[config.mk]
export PLATFORM = sky130hd
export DESIGN_NAME = mult_share_arb_flat
export DESIGN_NICKNAME = d
export VERILOG_FILES = /design/src/rtl/mult_share_arb_pkg.sv /design/src/rtl/mult_share_arb_if.sv /design/src/rtl/mult_share_arb_rr_grant.sv /design/src/rtl/mult_share_arb.sv /design/src/flat_wrapper.sv
export SDC_FILE = /design/constraint.sdc
export NUM_CORES = 1
export LEC_CHECK = 0
export BUFFER_PORTS_ARGS = -buffer_cell sky130_fd_sc_hd__buf_2
export CAP_MARGIN = 20
export CORE_ASPECT_RATIO = 0.75
export CORE_MARGIN = 2
export CORE_UTILIZATION = 25
export CTS_CLUSTER_DIAMETER = 150
export DETAILED_ROUTE_END_ITERATION = 6
export GPL_ROUTABILITY_DRIVEN = 0
export GPL_TIMING_DRIVEN = 0
export PLACE_DENSITY = 0.61
export SYNTH_ARGS = -nofsm -noshare
export SYNTH_HDL_FRONTEND = slang
export SYNTH_SLANG_ARGS = --single-unit
[constraint.sdc]
create_clock -name clk -period 11.35 [get_ports clk]
set_input_delay 0.5675 -clock clk [delete_from_list [all_inputs] [get_ports clk]]
set_output_delay 0.5675 -clock clk [all_outputs]
set_load 0.02 [all_outputs]
[src/rtl/mult_share_arb_pkg.sv]
// Shared types and widths for the Calc_G multiplier-sharing arbiter.
// Optional build macro MULT_SHARE_ARB_FIXED_PRIO_EN is consumed by rr_grant and mult_share_arb.
package mult_share_pkg;
   localparam int A_W      = 20;
   localparam int B_W      = 32;
   localparam int FRAC_W   = 12;
   localparam int RES_W    = 12;
   // Wide enough for the largest supported requester count (8)
   localparam int TAG_ID_W = 3;

   typedef struct packed {
      logic                valid;
      logic [TAG_ID_W-1:0] id;
   } tag_t;
endpackage

[src/rtl/mult_share_arb_if.sv]
// Requester-facing bus of mult_share_arb: request handshake plus broadcast response.
// Requesters use the master modport, the arbiter uses the slave modport.
interface mult_share_arb_if
   import mult_share_pkg::*;
#(
   parameter int N_REQ = 4
);
   logic [N_REQ-1:0]            req_valid;
   logic [N_REQ-1:0]            req_ready;
   logic [N_REQ-1:0][A_W-1:0]   req_a;
   logic [N_REQ-1:0][B_W-1:0]   req_b;
   logic [N_REQ-1:0]            rsp_valid;
   logic [RES_W-1:0]            rsp_data;

   modport master (output req_valid, req_a, req_b,
                   input  req_ready, rsp_valid, rsp_data);
   modport slave  (input  req_valid, req_a, req_b,
                   output req_ready, rsp_valid, rsp_data);
endinterface

[src/rtl/mult_share_arb_rr_grant.sv]
// rr_grant: one-hot selector, rotating priority starting after the last winner.
// With MULT_SHARE_ARB_FIXED_PRIO_EN defined it becomes lowest-index-wins with no pointer.
module rr_grant #(
   parameter int N     = 4,
   parameter int IDX_W = $clog2(N)
) (
   input  logic [N-1:0]     req_i,
   output logic [N-1:0]     gnt_o,
   output logic [IDX_W-1:0] idx_o
`ifndef MULT_SHARE_ARB_FIXED_PRIO_EN
   ,
   input  logic             clk,
   input  logic             rst_n
`endif
);

`ifdef MULT_SHARE_ARB_FIXED_PRIO_EN
   always_comb begin
      gnt_o = '0;
      idx_o = '0;
      for (int k = N-1; k >= 0; k--) begin
         if (req_i[k]) begin
            gnt_o    = '0;
            gnt_o[k] = 1'b1;
            idx_o    = IDX_W'(k);
         end
      end
   end
`else
   logic [IDX_W-1:0] ptr_q, ptr_d;
   logic [IDX_W:0]   cand;

   // Scan farthest-first so the candidate nearest ptr+1 is the last to overwrite
   always_comb begin
      gnt_o = '0;
      idx_o = '0;
      cand  = '0;
      for (int k = N; k >= 1; k--) begin
         cand = {1'b0, ptr_q} + (IDX_W+1)'(k);
         if (cand >= (IDX_W+1)'(N)) cand = cand - (IDX_W+1)'(N);
         if (req_i[cand[IDX_W-1:0]]) begin
            gnt_o                    = '0;
            gnt_o[cand[IDX_W-1:0]]   = 1'b1;
            idx_o                    = cand[IDX_W-1:0];
         end
      end
   end

   assign ptr_d = (|gnt_o) ? idx_o : ptr_q;

   always_ff @(posedge clk or negedge rst_n) begin
      if (!rst_n) ptr_q <= IDX_W'(N-1);
      else        ptr_q <= ptr_d;
   end
`endif

endmodule

[src/rtl/mult_share_arb.sv]
// mult_share_arb: shares one pipelined 20x32 (20.12) multiplier among N_REQ requesters.
// Define MULT_SHARE_ARB_FIXED_PRIO_EN for fixed lowest-index priority instead of round-robin.
module mult_share_arb
   import mult_share_pkg::*;
#(
   parameter int N_REQ    = 4,
   parameter int MULT_LAT = 1
) (
   input  logic                         clk,
   input  logic                         rst_n,
   mult_share_arb_if.slave              bus,
   output logic [A_W-1:0]               mul_in1,
   output logic [B_W-1:0]               mul_in2,
   input  logic [RES_W-1:0]             mul_out,
   output logic                         busy,
   output logic [$clog2(MULT_LAT+3)-1:0] inflight
);
   localparam int ID_W = $clog2(N_REQ);
   localparam int IF_W = $clog2(MULT_LAT+3);

   logic [N_REQ-1:0]  gnt;
   logic [ID_W-1:0]   gnt_idx;
   logic              hs;
   logic [A_W-1:0]    mul_in1_q;
   logic [B_W-1:0]    mul_in2_q;
   // Stage 0 aligns with the operand registers, stage MULT_LAT with mul_out
   tag_t [MULT_LAT:0] tag_q;
   logic [N_REQ-1:0]  rsp_valid_q;
   logic [RES_W-1:0]  rsp_data_q;
   logic [IF_W-1:0]   inflight_q, inflight_d;

   rr_grant #(.N(N_REQ), .IDX_W(ID_W)) u_grant (
      .req_i (bus.req_valid),
      .gnt_o (gnt),
      .idx_o (gnt_idx)
`ifndef MULT_SHARE_ARB_FIXED_PRIO_EN
      ,
      .clk   (clk),
      .rst_n (rst_n)
`endif
   );

   assign hs            = |gnt;
   assign bus.req_ready = gnt;

   always_comb begin
      inflight_d = inflight_q;
      case ({hs, |rsp_valid_q})
         2'b10:   inflight_d = inflight_q + IF_W'(1);
         2'b01:   inflight_d = inflight_q - IF_W'(1);
         default: inflight_d = inflight_q;
      endcase
   end

   always_ff @(posedge clk or negedge rst_n) begin
      if (!rst_n) begin
         mul_in1_q   <= '0;
         mul_in2_q   <= '0;
         tag_q       <= '0;
         rsp_valid_q <= '0;
         rsp_data_q  <= '0;
         inflight_q  <= '0;
      end else begin
         if (hs) begin
            mul_in1_q <= bus.req_a[gnt_idx];
            mul_in2_q <= bus.req_b[gnt_idx];
         end
         tag_q[0] <= '{valid: hs, id: TAG_ID_W'(gnt_idx)};
         for (int k = 1; k <= MULT_LAT; k++) tag_q[k] <= tag_q[k-1];
         if (tag_q[MULT_LAT].valid) begin
            rsp_valid_q <= N_REQ'(1) << tag_q[MULT_LAT].id;
            rsp_data_q  <= mul_out;
         end else begin
            rsp_valid_q <= '0;
         end
         inflight_q <= inflight_d;
      end
   end

   assign mul_in1       = mul_in1_q;
   assign mul_in2       = mul_in2_q;
   assign bus.rsp_valid = rsp_valid_q;
   assign bus.rsp_data  = rsp_data_q;
   assign inflight      = inflight_q;
   assign busy          = (inflight_q != '0);

endmodule
[src/flat_wrapper.sv]
// flat-port wrapper written by rule: the top's interface ports become plain ports
module mult_share_arb_flat import mult_share_pkg::*;
#(
   parameter int N_REQ    = 4,
   parameter int MULT_LAT = 1
)
  (clk, rst_n, mul_in1, mul_in2, mul_out, busy, inflight, bus_req_valid, bus_req_a, bus_req_b, bus_req_ready, bus_rsp_valid, bus_rsp_data);
  mult_share_arb_if #(.N_REQ(N_REQ)) bus_i ();
  input  logic clk;
  input  logic rst_n;
  output logic [A_W-1:0] mul_in1;
  output logic [B_W-1:0] mul_in2;
  input  logic [RES_W-1:0] mul_out;
  output logic busy;
  output logic [$clog2(MULT_LAT+3)-1:0] inflight;
  input wire logic [$bits(bus_i.req_valid)-1:0] bus_req_valid;
  input wire logic [$bits(bus_i.req_a)-1:0] bus_req_a;
  input wire logic [$bits(bus_i.req_b)-1:0] bus_req_b;
  output wire logic [$bits(bus_i.req_ready)-1:0] bus_req_ready;
  output wire logic [$bits(bus_i.rsp_valid)-1:0] bus_rsp_valid;
  output wire logic [$bits(bus_i.rsp_data)-1:0] bus_rsp_data;
  assign bus_i.req_valid = bus_req_valid;
  assign bus_i.req_a = bus_req_a;
  assign bus_i.req_b = bus_req_b;
  assign bus_req_ready = bus_i.req_ready;
  assign bus_rsp_valid = bus_i.rsp_valid;
  assign bus_rsp_data = bus_i.rsp_data;
  mult_share_arb #(.N_REQ(N_REQ), .MULT_LAT(MULT_LAT)) u_core (.clk(clk), .rst_n(rst_n), .bus(bus_i), .mul_in1(mul_in1), .mul_in2(mul_in2), .mul_out(mul_out), .busy(busy), .inflight(inflight));
endmodule
==> impl_metrics.xml, run 1 <==
<?xml version="1.0" encoding="UTF-8"?>
<metrics>
  <group name="synth">
    <metric name="synth_cell_types" unit="">45</metric>
    <metric name="synth_cell_area" unit="sq um">5255</metric>
    <metric name="syn_avg_cell_area" unit="sq um">12.51</metric>
    <metric name="syn-num-nets" unit="">653</metric>
    <metric name="ys_seq_elements" unit="">78</metric>
    <metric name="yosysSeqAreaShare" unit="">0.3719</metric>
    <metric name="post_synth_inst_count" unit="">420</metric>
    <metric name="ys.warnings.count" unit="">0</metric>
    <metric name="asyncSetResetFlopFracSynth" unit="">1.000</metric>
    <metric name="number_of_synthesized_flops_with_an_enable_pin" unit="">0</metric>
    <metric name="synth_top_flop_cell" unit="">sky130_fd_sc_hd__dfrtp_1</metric>
  </group>
  <group name="floorplan">
    <metric name="die-height" unit="microns">129.6</metric>
    <metric name="floorplan.core_area" unit="sq um">20440</metric>
    <metric name="die-width" unit="microns">171.4</metric>
    <metric name="initial_utilization" unit="">0.2571</metric>
    <metric name="placementRows" unit="">45</metric>
    <metric name="ioPinCount" unit="">301</metric>
    <metric name="dieArea" unit="sq um">22210</metric>
  </group>
  <group name="cts">
    <metric name="number_of_clock_buffers_inserted_by_tritoncts" unit="">9</metric>
    <metric name="maximum_clock_insertion_buffer_count" unit="">2</metric>
    <metric name="cts_resized" unit="">0</metric>
    <metric name="cts-hold-fix-buffers" unit="">0</metric>
    <metric name="htree_levels" unit="">3</metric>
    <metric name="clock_tree_from_tritoncts" unit="">done</metric>
    <metric name="postCtsSetupBuffers" unit="">0</metric>
    <metric name="library_cell_used_as_clock_root_buffer" unit="">sky130_fd_sc_hd__clkbuf_16</metric>
    <metric name="numClockSinks" unit="">78</metric>
    <metric name="clock_latency" unit="ps">340</metric>
    <metric name="path_clk_slew" unit="ps">70</metric>
  </group>
  <group name="worst_setup_path">
    <metric name="reg2reg_setup_slack" unit="ps">7160</metric>
    <metric name="worstPathRequired" unit="ps">11580</metric>
    <metric name="critical_path.startpoint" unit="">u_core.u_grant.ptr_q[1]</metric>
    <metric name="reg2reg_from" unit="">u_core.u_grant.ptr_q[1]</metric>
    <metric name="worst-path-max-fanout" unit="">10</metric>
    <metric name="critical_path.cell_chain" unit="">buf_2 &gt; inv_1 &gt; ha_1 &gt; buf_2 &gt; mux2_4 &gt; a211oi_1 &gt; a31o_2 &gt; clkbuf_1 &gt; buf_2 &gt; buf_2 &gt; mux2i_1 &gt; mux2i_1 &gt; mux2_4</metric>
    <metric name="crit_path_top_delay_cell" unit="">sky130_fd_sc_hd__dfstp_2</metric>
    <metric name="critical_path.max_stage_delay" unit="ps">610</metric>
    <metric name="critPathCapture" unit="">u_core.mul_in2[3]</metric>
    <metric name="cp-start-kind" unit="">register</metric>
    <metric name="cell_occurring_most_often_along_the_worst_timing_path" unit="">sky130_fd_sc_hd__buf_2</metric>
    <metric name="timing.critical_path.arrival" unit="ps">4420</metric>
    <metric name="worst_r2r_endpoint" unit="">u_core.mul_in2[3]</metric>
    <metric name="worstSetupEndpointType" unit="">register</metric>
    <metric name="reg2regPathDepth" unit="">13</metric>
    <metric name="timing.setup.critical_path_class" unit="">register to register</metric>
  </group>
  <group name="power_and_ir_drop">
    <metric name="vdd.ir_drop.worst" unit="mV">0.1278</metric>
    <metric name="report.power.total" unit="mW">2.598</metric>
    <metric name="standby_leakage_power" unit="nW">3.983</metric>
    <metric name="power-per-cell-area" unit="nW/um^2">349.6</metric>
  </group>
  <group name="timing">
    <metric name="slew_viols_final" unit="">0</metric>
    <metric name="worst_clock_skew" unit="ps">8.922</metric>
    <metric name="final_hold_viol_count" unit="">0</metric>
    <metric name="slew_headroom" unit="">0.4334</metric>
    <metric name="fmaxAchievable" unit="GHz">0.2387</metric>
    <metric name="tightestPinTransition" unit="ps">849.9</metric>
    <metric name="fin_setup_tns" unit="ps">0</metric>
    <metric name="setup_violation_total_in_the_final_timing_report" unit="">0</metric>
    <metric name="worst_slack" unit="ps">7161</metric>
    <metric name="layout_min_cycle_time" unit="ps">4189</metric>
    <metric name="layout_worst_path_cycle_share" unit="">0.3691</metric>
    <metric name="rsz0062_at_grt" unit="">no</metric>
  </group>
  <group name="placement">
    <metric name="io_buffers" unit="">299</metric>
    <metric name="place_ws" unit="ps">7088</metric>
    <metric name="numPlacedInstances" unit="">1002</metric>
    <metric name="detailedPlacementHpwl" unit="microns">12250</metric>
  </group>
  <group name="route">
    <metric name="detail_route.wl_per_cell" unit="microns">15.05</metric>
    <metric name="detailedRoute.firstPassIterationCount" unit="">4</metric>
    <metric name="residual_drc_count" unit="">0</metric>
    <metric name="detail_route.vias_per_cell" unit="">4.321</metric>
    <metric name="detailedRoute.firstIterationViolations" unit="">189</metric>
    <metric name="via_count" unit="">4399</metric>
    <metric name="detail_route.wirelength" unit="microns">15320</metric>
    <metric name="postRouteAntennaNets" unit="">0</metric>
  </group>
  <group name="global_routing">
    <metric name="wire_length_of_the_first_global_routing_pass" unit="microns">22750</metric>
    <metric name="antenna_found_initial" unit="">0</metric>
    <metric name="grtUsageTotal" unit="">0.1336</metric>
    <metric name="via_count_of_the_first_global_routing_pass" unit="">4355</metric>
    <metric name="grt_remaining_overflow" unit="">0</metric>
    <metric name="grt_max_degree" unit="">41</metric>
  </group>
  <group name="final_layout">
    <metric name="syn2layout_area_growth" unit="%">41.43</metric>
    <metric name="layout.cells.non_filler" unit="">1018</metric>
    <metric name="drive_above_1_share" unit="">0.5367</metric>
    <metric name="antennaDiodeCount" unit="">0</metric>
    <metric name="final_nets" unit="">964</metric>
  </group>
  <group name="hold_path">
    <metric name="hp-class" unit="">input pin to asynchronous set/reset pin</metric>
  </group>
  <group name="run_status">
    <metric name="run_status" unit="">finished clean</metric>
  </group>
  <group name="flow_run">
    <metric name="number_of_max_cap_violations" unit="">0</metric>
  </group>
</metrics>
==> flip-flops by register name (all words and copies together), names as in the netlist <==
name,cells
u_core.bus.rsp_data,12
u_core.bus.rsp_valid,4
u_core.inflight,2
u_core.mul_in1,20
u_core.mul_in2,32
u_core.tag_q,6
u_core.u_grant.ptr_q,2
==> metal layers <==
metal / up-vias / share of wire / wire, microns / GRT usage
li1: 2164 / - / - / -
met1: 2029 / 0.45 / 6895 / 0.1742
met2: 192 / 0.47 / 7182 / 0.2218
met3: 14 / 0.068 / 1045 / 0.03299
met4: 0 / 0.013 / 197 / 0.03639
met5: - / 0 / 0 / 0
==> logic make-up (layout without fill, tap and decap cells) <==
logic type	count (synthesis)	in the layout	synth area share
AO/OA/AOI/OAI	25	25	0.03357
XOR/XNOR	3	3	0.005001
adder cells (fa/ha/maj)	7	7	0.01667
buffers and inverters	40	356	0.03833
flip-flops	78	78	0.3719
multiplexers	235	235	0.4993
AND/OR/NAND/NOR	32	32	0.03524
==> report_power, final <==
part | internal, mW | total (mW) | switching (mW)
logic | 0.892 | 1.80 | 0.908
registers | 0.430 | 0.502 | 0.0718
clock network | 0.173 | 0.296 | 0.123
total | 1.50 | 2.60 | 1.10
==> synth_stat cells (3+ instances only) <==
| cell type | number | area [sq um] |
|---|---|---|
| sky130_fd_sc_hd__dfrtp_1 | 76 | 1902 |
| sky130_fd_sc_hd__clkbuf_1 | 14 | 52.55 |
| sky130_fd_sc_hd__nor2_1 | 6 | 22.52 |
| sky130_fd_sc_hd__o21ai_0 | 5 | 25.02 |
| sky130_fd_sc_hd__ha_1 | 7 | 87.58 |
| sky130_fd_sc_hd__inv_1 | 5 | 18.77 |
| sky130_fd_sc_hd__mux2i_1 | 162 | 1622 |
| sky130_fd_sc_hd__mux2_2 | 13 | 146.4 |
| sky130_fd_sc_hd__buf_2 | 11 | 55.05 |
| sky130_fd_sc_hd__a211oi_1 | 5 | 37.54 |
| sky130_fd_sc_hd__buf_1 | 4 | 15.01 |
| sky130_fd_sc_hd__nand2_1 | 6 | 22.52 |
| sky130_fd_sc_hd__nand2b_1 | 3 | 18.77 |
| sky130_fd_sc_hd__and3_1 | 3 | 18.77 |
| sky130_fd_sc_hd__mux2_4 | 39 | 585.6 |
| sky130_fd_sc_hd__mux2_1 | 18 | 202.7 |
| sky130_fd_sc_hd__buf_6 | 5 | 56.30 |
| sky130_fd_sc_hd__a21oi_1 | 3 | 15.01 |
==> worst min path at each step <==
stage,startpoint,depth (start not counted),slack [ps],endpoint
floorplan,rst_n,0,270,u_core.bus.rsp_data[0]
global placement,u_core.tag_q[3],0,330,u_core.tag_q[7]
detailed placement,u_core.tag_q[3],0,340,u_core.tag_q[7]
CTS,rst_n,1,200,u_core.mul_in2[18]
global route,rst_n,1,210,u_core.mul_in2[12]
finish,rst_n,1,190,u_core.mul_in2[18]
==> cells in the final DEF (no fill, tap or decap), types with 2 or more instances in the layout <==
cell,instances
sky130_fd_sc_hd__a211oi_1,5
sky130_fd_sc_hd__a21oi_1,3
sky130_fd_sc_hd__and3_1,3
sky130_fd_sc_hd__buf_1,4
sky130_fd_sc_hd__buf_2,309
sky130_fd_sc_hd__buf_6,5
sky130_fd_sc_hd__clkbuf_1,14
sky130_fd_sc_hd__clkbuf_16,9
sky130_fd_sc_hd__dfrtp_1,76
sky130_fd_sc_hd__dfstp_2,2
sky130_fd_sc_hd__ha_1,7
sky130_fd_sc_hd__inv_1,5
sky130_fd_sc_hd__inv_6,2
sky130_fd_sc_hd__mux2_1,18
sky130_fd_sc_hd__mux2_2,13
sky130_fd_sc_hd__mux2_4,39
sky130_fd_sc_hd__mux2i_1,162
sky130_fd_sc_hd__mux4_2,2
sky130_fd_sc_hd__nand2_1,6
sky130_fd_sc_hd__nand2b_1,3
sky130_fd_sc_hd__nand3_1,2
sky130_fd_sc_hd__nand3b_1,2
sky130_fd_sc_hd__nor2_1,6
sky130_fd_sc_hd__nor2b_1,2
sky130_fd_sc_hd__o21a_1,2
sky130_fd_sc_hd__o21ai_0,5
sky130_fd_sc_hd__or3b_2,2
sky130_fd_sc_hd__xnor2_1,2
==> worst max-delay path: cells and delay by family (launching register included) <==
kind | cells | cell delay, ps
mux | 4 | 1020
flops | 1 | 610
buf+inv | 6 | 1750
fa+ha+maj | 1 | 290
compound gates | 2 | 400
==> cell type report <==
cell class                      count  area (sq um)
Clock buffer                        9         225.2
Buffer                             34         178.9
Inverter                            6         22.52
Clock inverter                      7         80.08
Multi-Input combinational cell    302          3099
Fill cell                        2067         13010
Timing Repair Buffer              300          1519
Tap cell                          282         352.8
Sequential cell                    78          1954
==> per-stage QoR <==
stage	hold WS, ps	util	instance area (sq um)
after floorplan	271.9	-	5255
final	193.0	0.3636	7432
after CTS	198.3	0.3636	7432
after global routing	212.8	0.3636	7432
after detailed placement	335.8	0.3487	7127
after global placement	332.7	0.3476	7104
No activity file was read; power rests on OpenSTA's default activity.
==> run 2: changes to the inputs <==
Settings changed: PLACE_DENSITY 0.61 to 0.62.
Clock period 11.35 ns to 3.6 ns, I/O delays scaled along.
==> impl_metrics.xml, run 2 (synthesis results as in run 1) <==
<?xml version="1.0" encoding="UTF-8"?>
<metrics>
  <group name="run_status">
    <metric name="run_status" unit="">finished clean</metric>
  </group>
  <group name="floorplan">
    <metric name="die-width" unit="microns">171.4</metric>
    <metric name="dieArea" unit="sq um">22210</metric>
    <metric name="placementRows" unit="">45</metric>
    <metric name="floorplan.core_area" unit="sq um">20440</metric>
    <metric name="die-height" unit="microns">129.6</metric>
    <metric name="ioPinCount" unit="">301</metric>
    <metric name="initial_utilization" unit="">0.2571</metric>
  </group>
  <group name="power_and_ir_drop">
    <metric name="vdd.ir_drop.worst" unit="mV">0.4577</metric>
    <metric name="report.power.total" unit="mW">8.416</metric>
    <metric name="standby_leakage_power" unit="nW">4.065</metric>
    <metric name="power-per-cell-area" unit="nW/um^2">1108</metric>
  </group>
  <group name="route">
    <metric name="detail_route.vias_per_cell" unit="">4.385</metric>
    <metric name="residual_drc_count" unit="">0</metric>
    <metric name="postRouteAntennaNets" unit="">0</metric>
    <metric name="detail_route.wl_per_cell" unit="microns">15.25</metric>
    <metric name="via_count" unit="">4499</metric>
    <metric name="detailedRoute.firstIterationViolations" unit="">158</metric>
    <metric name="detail_route.wirelength" unit="microns">15640</metric>
    <metric name="detailedRoute.firstPassIterationCount" unit="">4</metric>
  </group>
  <group name="worst_setup_path">
    <metric name="worst_r2r_endpoint" unit="">u_core.inflight[1]</metric>
    <metric name="reg2reg_setup_slack" unit="ps">70</metric>
    <metric name="worst-path-max-fanout" unit="">10</metric>
    <metric name="worstPathRequired" unit="ps">3860</metric>
    <metric name="reg2reg_from" unit="">u_core.u_grant.ptr_q[0]</metric>
    <metric name="timing.critical_path.arrival" unit="ps">3790</metric>
    <metric name="cp-start-kind" unit="">register</metric>
    <metric name="timing.setup.critical_path_class" unit="">register to register</metric>
    <metric name="reg2regPathDepth" unit="">15</metric>
    <metric name="worstSetupEndpointType" unit="">register</metric>
  </group>
  <group name="timing">
    <metric name="worst_clock_skew" unit="ps">10.46</metric>
    <metric name="slew_headroom" unit="">0.5017</metric>
    <metric name="slew_viols_final" unit="">0</metric>
    <metric name="holdWs" unit="ps">76.00</metric>
    <metric name="fmaxAchievable" unit="GHz">0.2832</metric>
    <metric name="final_hold_viol_count" unit="">0</metric>
    <metric name="rsz0062_at_grt" unit="">yes</metric>
    <metric name="setup_violation_total_in_the_final_timing_report" unit="">0</metric>
    <metric name="layout_worst_path_cycle_share" unit="">0.9807</metric>
    <metric name="layout_min_cycle_time" unit="ps">3530</metric>
    <metric name="worst_slack" unit="ps">69.52</metric>
    <metric name="tightestPinTransition" unit="ps">747.5</metric>
  </group>
  <group name="global_routing">
    <metric name="grtUsageTotal" unit="">0.1379</metric>
    <metric name="grt_max_degree" unit="">42</metric>
    <metric name="via_count_of_the_first_global_routing_pass" unit="">4607</metric>
    <metric name="antenna_found_initial" unit="">0</metric>
    <metric name="grt_remaining_overflow" unit="">0</metric>
    <metric name="wire_length_of_the_first_global_routing_pass" unit="microns">23540</metric>
  </group>
  <group name="final_layout">
    <metric name="multi_input_area" unit="sq um">3163</metric>
    <metric name="layout.filler_cells" unit="">2055</metric>
    <metric name="area.sequential" unit="sq um">1954</metric>
    <metric name="design_area" unit="sq um">7597</metric>
    <metric name="most-common-layout-cells" unit="">305 x sky130_fd_sc_hd__buf_2, 162 x sky130_fd_sc_hd__mux2i_1, 76 x sky130_fd_sc_hd__dfrtp_1</metric>
    <metric name="largest_register_ffs" unit="">32</metric>
    <metric name="antennaDiodeCount" unit="">0</metric>
    <metric name="syn2layout_area_growth" unit="%">44.57</metric>
    <metric name="layout.cells.non_filler" unit="">1026</metric>
    <metric name="drive_above_1_share" unit="">0.5672</metric>
    <metric name="layout_commonest_cell" unit="">sky130_fd_sc_hd__buf_2</metric>
    <metric name="final_nets" unit="">972</metric>
  </group>
  <group name="cts">
    <metric name="maximum_clock_insertion_buffer_count" unit="">2</metric>
    <metric name="path_clk_slew" unit="ps">60</metric>
    <metric name="numClockSinks" unit="">78</metric>
    <metric name="clock_tree_from_tritoncts" unit="">done</metric>
    <metric name="number_of_clock_buffers_inserted_by_tritoncts" unit="">9</metric>
    <metric name="clock_latency" unit="ps">340</metric>
    <metric name="htree_levels" unit="">3</metric>
    <metric name="library_cell_used_as_clock_root_buffer" unit="">sky130_fd_sc_hd__clkbuf_16</metric>
  </group>
  <group name="placement">
    <metric name="postPlaceCellArea" unit="sq um">7197</metric>
    <metric name="numPlacedInstances" unit="">1002</metric>
    <metric name="place_ws" unit="ps">-314.6</metric>
    <metric name="detailedPlacementHpwl" unit="microns">12650</metric>
    <metric name="io_buffers" unit="">299</metric>
  </group>
  <group name="hold_path">
    <metric name="cell_depth_of_the_worst_hold_path" unit="">2</metric>
    <metric name="holdPathEnd" unit="">u_core.bus.rsp_data[7]</metric>
    <metric name="hp-class" unit="">input pin to register</metric>
    <metric name="min_from" unit="">mul_out[7]</metric>
  </group>
  <group name="flow_run">
    <metric name="number_of_max_cap_violations" unit="">0</metric>
  </group>
</metrics>
-- run 2: area by class of cell --
class / count / share of cell area
buffer: 32 / 0.02816
clock buffer: 10 / 0.03146
clock inverter: 6 / 0.006917
inverter: 6 / 0.003294
multi-input combinational: 302 / 0.4163
sequential: 78 / 0.2572
tap: 282 / 0.04644
timing repair buffer: 310 / 0.2101
-- run 2: worst max-delay path, cell delays in order, from the launching register on --
cell and delay [ps]:
sky130_fd_sc_hd__dfstp_2 530, sky130_fd_sc_hd__buf_6 100, sky130_fd_sc_hd__inv_4 70, sky130_fd_sc_hd__ha_4 330, sky130_fd_sc_hd__mux2_4 330, sky130_fd_sc_hd__buf_4 140
sky130_fd_sc_hd__mux2_2 310, sky130_fd_sc_hd__a221oi_2 210, sky130_fd_sc_hd__a21oi_2 90, sky130_fd_sc_hd__or4_4 460, sky130_fd_sc_hd__buf_12 150, sky130_fd_sc_hd__buf_12 140
sky130_fd_sc_hd__inv_1 60, sky130_fd_sc_hd__ha_1 250, sky130_fd_sc_hd__nor2_2 130, sky130_fd_sc_hd__xor2_1 140
-- run 2: timing repair --
item / CTS / global route
pin swaps: 3 / 2
hold buffers: 1 / 0
setup buffers: 8 / 1
gates resized for setup: 9 / 10
setup endpoints to repair: 52 / 47
hold endpoints to repair: 38 / 0
gates cloned: 0 / 0
-- run 2: stage by stage --
stage | util | TNS (ps)
after floorplan | - | 0
after global placement | 0.3510 | -11570
after detailed placement | 0.3521 | -12460
after CTS | 0.3709 | 0
after global routing | 0.3717 | -26.35
final | 0.3717 | 0
-- run 2: metal layers --
layer,GRT usage,up-vias,part of all wire
met4,0.03240,0,0.0093
met5,0,-,0
met3,0.03879,11,0.069
li1,-,2190,-
met1,0.1709,2117,0.43
met2,0.2386,181,0.49
-- run 2: how the worst max path moves through the flow --
stage	cells past startpoint	slack, ps	start	endpoint
CTS	14	20	u_core.u_grant.ptr_q[0]	u_core.inflight[1]
global placement	13	-300	u_core.u_grant.ptr_q[1]	u_core.mul_in1[18]
detailed placement	13	-310	u_core.u_grant.ptr_q[1]	u_core.mul_in2[20]
finish	15	70	u_core.u_grant.ptr_q[0]	u_core.inflight[1]
floorplan	16	10	u_core.u_grant.ptr_q[1]	u_core.inflight[1]
global route	16	-30	u_core.u_grant.ptr_q[0]	u_core.inflight[1]
-- run 2: where the power goes --
group | internal [mW] | switching, mW | leakage, nW
Combinational | 3.03 | 2.95 | 3.02
Sequential | 1.35 | 0.207 | 0.909
Clock | 0.495 | 0.382 | 0.137
Total | 4.88 | 3.53 | 4.06
==> run 3: changes to the inputs <==
Settings changed: ABC_AREA set to 1, PLACE_DENSITY 0.62 to 0.61.
==> impl_metrics.xml, run 3 <==
<?xml version="1.0" encoding="UTF-8"?>
<metrics>
  <group name="timing">
    <metric name="holdWs" unit="ps">41.81</metric>
    <metric name="rsz0062_at_grt" unit="">no</metric>
    <metric name="worst_clock_skew" unit="ps">8.076</metric>
    <metric name="slew_headroom" unit="">0.5464</metric>
    <metric name="fin_setup_tns" unit="ps">0</metric>
    <metric name="layout_min_cycle_time" unit="ps">3241</metric>
    <metric name="slew_viols_final" unit="">0</metric>
    <metric name="fmaxAchievable" unit="GHz">0.3086</metric>
    <metric name="layout_worst_path_cycle_share" unit="">0.9002</metric>
    <metric name="tightestPinTransition" unit="ps">680.4</metric>
    <metric name="setup_violation_total_in_the_final_timing_report" unit="">0</metric>
    <metric name="final_hold_viol_count" unit="">0</metric>
    <metric name="worst_slack" unit="ps">359.1</metric>
  </group>
  <group name="floorplan">
    <metric name="placementRows" unit="">48</metric>
    <metric name="floorplan.core_area" unit="sq um">23240</metric>
    <metric name="dieArea" unit="sq um">25160</metric>
    <metric name="initial_utilization" unit="">0.2571</metric>
    <metric name="die-width" unit="microns">182.5</metric>
    <metric name="die-height" unit="microns">137.9</metric>
    <metric name="ioPinCount" unit="">301</metric>
  </group>
  <group name="global_routing">
    <metric name="grt_max_degree" unit="">50</metric>
    <metric name="wire_length_of_the_first_global_routing_pass" unit="microns">34990</metric>
    <metric name="antenna_found_initial" unit="">0</metric>
    <metric name="via_count_of_the_first_global_routing_pass" unit="">6654</metric>
    <metric name="grtUsageTotal" unit="">0.1804</metric>
    <metric name="grt_remaining_overflow" unit="">0</metric>
  </group>
  <group name="placement">
    <metric name="detailedPlacementHpwl" unit="microns">18100</metric>
    <metric name="place_ws" unit="ps">191.1</metric>
    <metric name="io_buffers" unit="">300</metric>
    <metric name="numPlacedInstances" unit="">1614</metric>
  </group>
  <group name="final_layout">
    <metric name="antennaDiodeCount" unit="">0</metric>
    <metric name="layout.cells.non_filler" unit="">1633</metric>
    <metric name="multi_input_area" unit="sq um">2863</metric>
    <metric name="area.sequential" unit="sq um">1954</metric>
    <metric name="final_nets" unit="">1561</metric>
    <metric name="most-common-layout-cells" unit="">386 x sky130_fd_sc_hd__nand2_1, 324 x sky130_fd_sc_hd__buf_2, 225 x sky130_fd_sc_hd__inv_1</metric>
    <metric name="syn2layout_area_growth" unit="%">37.84</metric>
    <metric name="layout.filler_cells" unit="">2594</metric>
    <metric name="largest_register_ffs" unit="">32</metric>
    <metric name="layout_commonest_cell" unit="">sky130_fd_sc_hd__nand2_1</metric>
    <metric name="drive_above_1_share" unit="">0.2821</metric>
  </group>
  <group name="synth">
    <metric name="ys_seq_elements" unit="">78</metric>
    <metric name="leading_post_synthesis_cells_by_cell_area" unit="">sky130_fd_sc_hd__dfrtp_1 32%, sky130_fd_sc_hd__nand2_1 24%, sky130_fd_sc_hd__nand3_1 19%</metric>
    <metric name="yosysTopAreaCellShare" unit="">0.3183</metric>
    <metric name="synth_top_flop_cell" unit="">sky130_fd_sc_hd__dfrtp_1</metric>
    <metric name="yosysSeqAreaShare" unit="">0.3271</metric>
    <metric name="synth_common_cells" unit="">386 x sky130_fd_sc_hd__nand2_1, 225 x sky130_fd_sc_hd__inv_1, 221 x sky130_fd_sc_hd__nand3_1, 76 x sky130_fd_sc_hd__dfrtp_1, 25 x sky130_fd_sc_hd__buf_2</metric>
    <metric name="number_of_synthesized_flops_with_an_enable_pin" unit="">0</metric>
    <metric name="post_synth_inst_count" unit="">1013</metric>
    <metric name="ys.warnings.count" unit="">0</metric>
    <metric name="synth_cell_area" unit="sq um">5974</metric>
    <metric name="synth_most_common_cell" unit="">sky130_fd_sc_hd__nand2_1</metric>
    <metric name="synth_cell_types" unit="">25</metric>
    <metric name="syn_avg_cell_area" unit="sq um">5.898</metric>
    <metric name="syn-num-nets" unit="">1246</metric>
    <metric name="asyncSetResetFlopFracSynth" unit="">1.000</metric>
    <metric name="synth_area_leader_cell" unit="">sky130_fd_sc_hd__dfrtp_1</metric>
  </group>
  <group name="worst_setup_path">
    <metric name="worstSetupEndpointType" unit="">register</metric>
    <metric name="worst-path-max-fanout" unit="">10</metric>
    <metric name="timing.critical_path.arrival" unit="ps">3460</metric>
    <metric name="cp-start-kind" unit="">register</metric>
    <metric name="timing.setup.critical_path_class" unit="">register to register</metric>
    <metric name="worstPathRequired" unit="ps">3820</metric>
  </group>
  <group name="route">
    <metric name="postRouteAntennaNets" unit="">0</metric>
    <metric name="detail_route.wirelength" unit="microns">22800</metric>
    <metric name="via_count" unit="">7165</metric>
    <metric name="residual_drc_count" unit="">0</metric>
    <metric name="detail_route.vias_per_cell" unit="">4.388</metric>
    <metric name="detailedRoute.firstPassIterationCount" unit="">5</metric>
    <metric name="detail_route.wl_per_cell" unit="microns">13.96</metric>
    <metric name="detailedRoute.firstIterationViolations" unit="">396</metric>
  </group>
  <group name="cts">
    <metric name="maximum_clock_insertion_buffer_count" unit="">2</metric>
    <metric name="clock_tree_from_tritoncts" unit="">done</metric>
    <metric name="htree_levels" unit="">3</metric>
    <metric name="numClockSinks" unit="">78</metric>
    <metric name="number_of_clock_buffers_inserted_by_tritoncts" unit="">9</metric>
    <metric name="cts_resized" unit="">0</metric>
    <metric name="library_cell_used_as_clock_root_buffer" unit="">sky130_fd_sc_hd__clkbuf_16</metric>
    <metric name="path_clk_slew" unit="ps">70</metric>
    <metric name="clock_latency" unit="ps">340</metric>
  </group>
  <group name="run_status">
    <metric name="run_status" unit="">finished clean</metric>
  </group>
  <group name="flow_run">
    <metric name="number_of_max_cap_violations" unit="">0</metric>
  </group>
  <group name="hold_path">
    <metric name="hp-class" unit="">input pin to register</metric>
  </group>
</metrics>
[run 3: changes by cell type after synthesis, moves of 5 or more]
cell,change
sky130_fd_sc_hd__mux2_2,-13
sky130_fd_sc_hd__buf_2,+14
sky130_fd_sc_hd__mux2_4,-39
sky130_fd_sc_hd__buf_4,+5
sky130_fd_sc_hd__inv_1,+220
sky130_fd_sc_hd__nand2_1,+380
sky130_fd_sc_hd__nand2_2,+8
sky130_fd_sc_hd__mux2_1,-18
sky130_fd_sc_hd__a211oi_1,-5
sky130_fd_sc_hd__mux2i_1,-162
sky130_fd_sc_hd__buf_1,+5
sky130_fd_sc_hd__nand3_1,+219
[run 3: what timing repair did]
action	CTS	global route
endpoints found under the setup margin	0	1
buffers inserted	0	2
hold endpoints to repair	27	0
hold buffers	1	0
[run 3: layout make-up]
cell class | count | share of cell area
Clock inverter | 7 | 0.01261
Buffer | 55 | 0.03570
Tap cell | 300 | 0.04558
Inverter | 230 | 0.1048
Sequential cell | 78 | 0.2373
Timing Repair Buffer | 304 | 0.1890
Clock buffer | 9 | 0.02735
Multi-Input combinational cell | 650 | 0.3476
[run 3: cells by family after synthesis]
family,share of synthesized area
buffers and inverters,0.1937
XOR/XNOR,0.002932
adder cells (fa/ha/maj),0.01466
AO/OA/AOI/OAI,0.005862
AND/OR/NAND/NOR,0.4557
flip-flops,0.3271
[run 3: critical path: stages, from the launching register on]
cell                      delay (ps)
sky130_fd_sc_hd__dfstp_2         640
sky130_fd_sc_hd__inv_2           120
sky130_fd_sc_hd__ha_1            390
sky130_fd_sc_hd__inv_1           110
sky130_fd_sc_hd__nand3_1         110
sky130_fd_sc_hd__nand2_1         110
sky130_fd_sc_hd__nand2_1         120
sky130_fd_sc_hd__nand2_1          80
sky130_fd_sc_hd__nand2_2         250
sky130_fd_sc_hd__buf_2           400
sky130_fd_sc_hd__buf_2           290
sky130_fd_sc_hd__nand3_1         100
sky130_fd_sc_hd__nand3_1         180
sky130_fd_sc_hd__nand2_1          80
sky130_fd_sc_hd__nand2_1          70
sky130_fd_sc_hd__nand2_1          60
[run 3: metal layers]
metal	routed length, microns	part of all wire	vias up	GRT usage
met5	0	0	-	0
met2	9934	0.44	305	0.2940
met3	2110	0.093	21	0.05068
li1	-	-	3647	-
met1	10510	0.46	3192	0.2398
met4	247	0.011	0	0.03719
[run 3: final timing paths]
kind,startpoint,endpoint,slack [ps],cells after the start
min in group asynchronous,rst_n,u_core.mul_in1[16],320,2
max in group asynchronous,rst_n,u_core.mul_in2[31],2660,3
worst min register to register,u_core.tag_q[1],u_core.tag_q[5],350,0
worst max register to register,u_core.u_grant.ptr_q[0],u_core.mul_in2[6],360,15
worst min-delay path,mul_out[8],u_core.bus.rsp_data[8],40,3
worst max-delay path,u_core.u_grant.ptr_q[0],u_core.mul_in2[6],360,15
[run 3: per-stage QoR]
stage / cell area, sq um / utilization
floorplan: 5974 / -
global placement: 7851 / 0.3378
detailed placement: 7881 / 0.3391
CTS: 8220 / 0.3537
global route: 8235 / 0.3543
finish: 8235 / 0.3543
Power of run 3 is left out: the tool's default activity adds up to more than one toggle a clock period on the data nets, which glitch-free logic cannot reach.
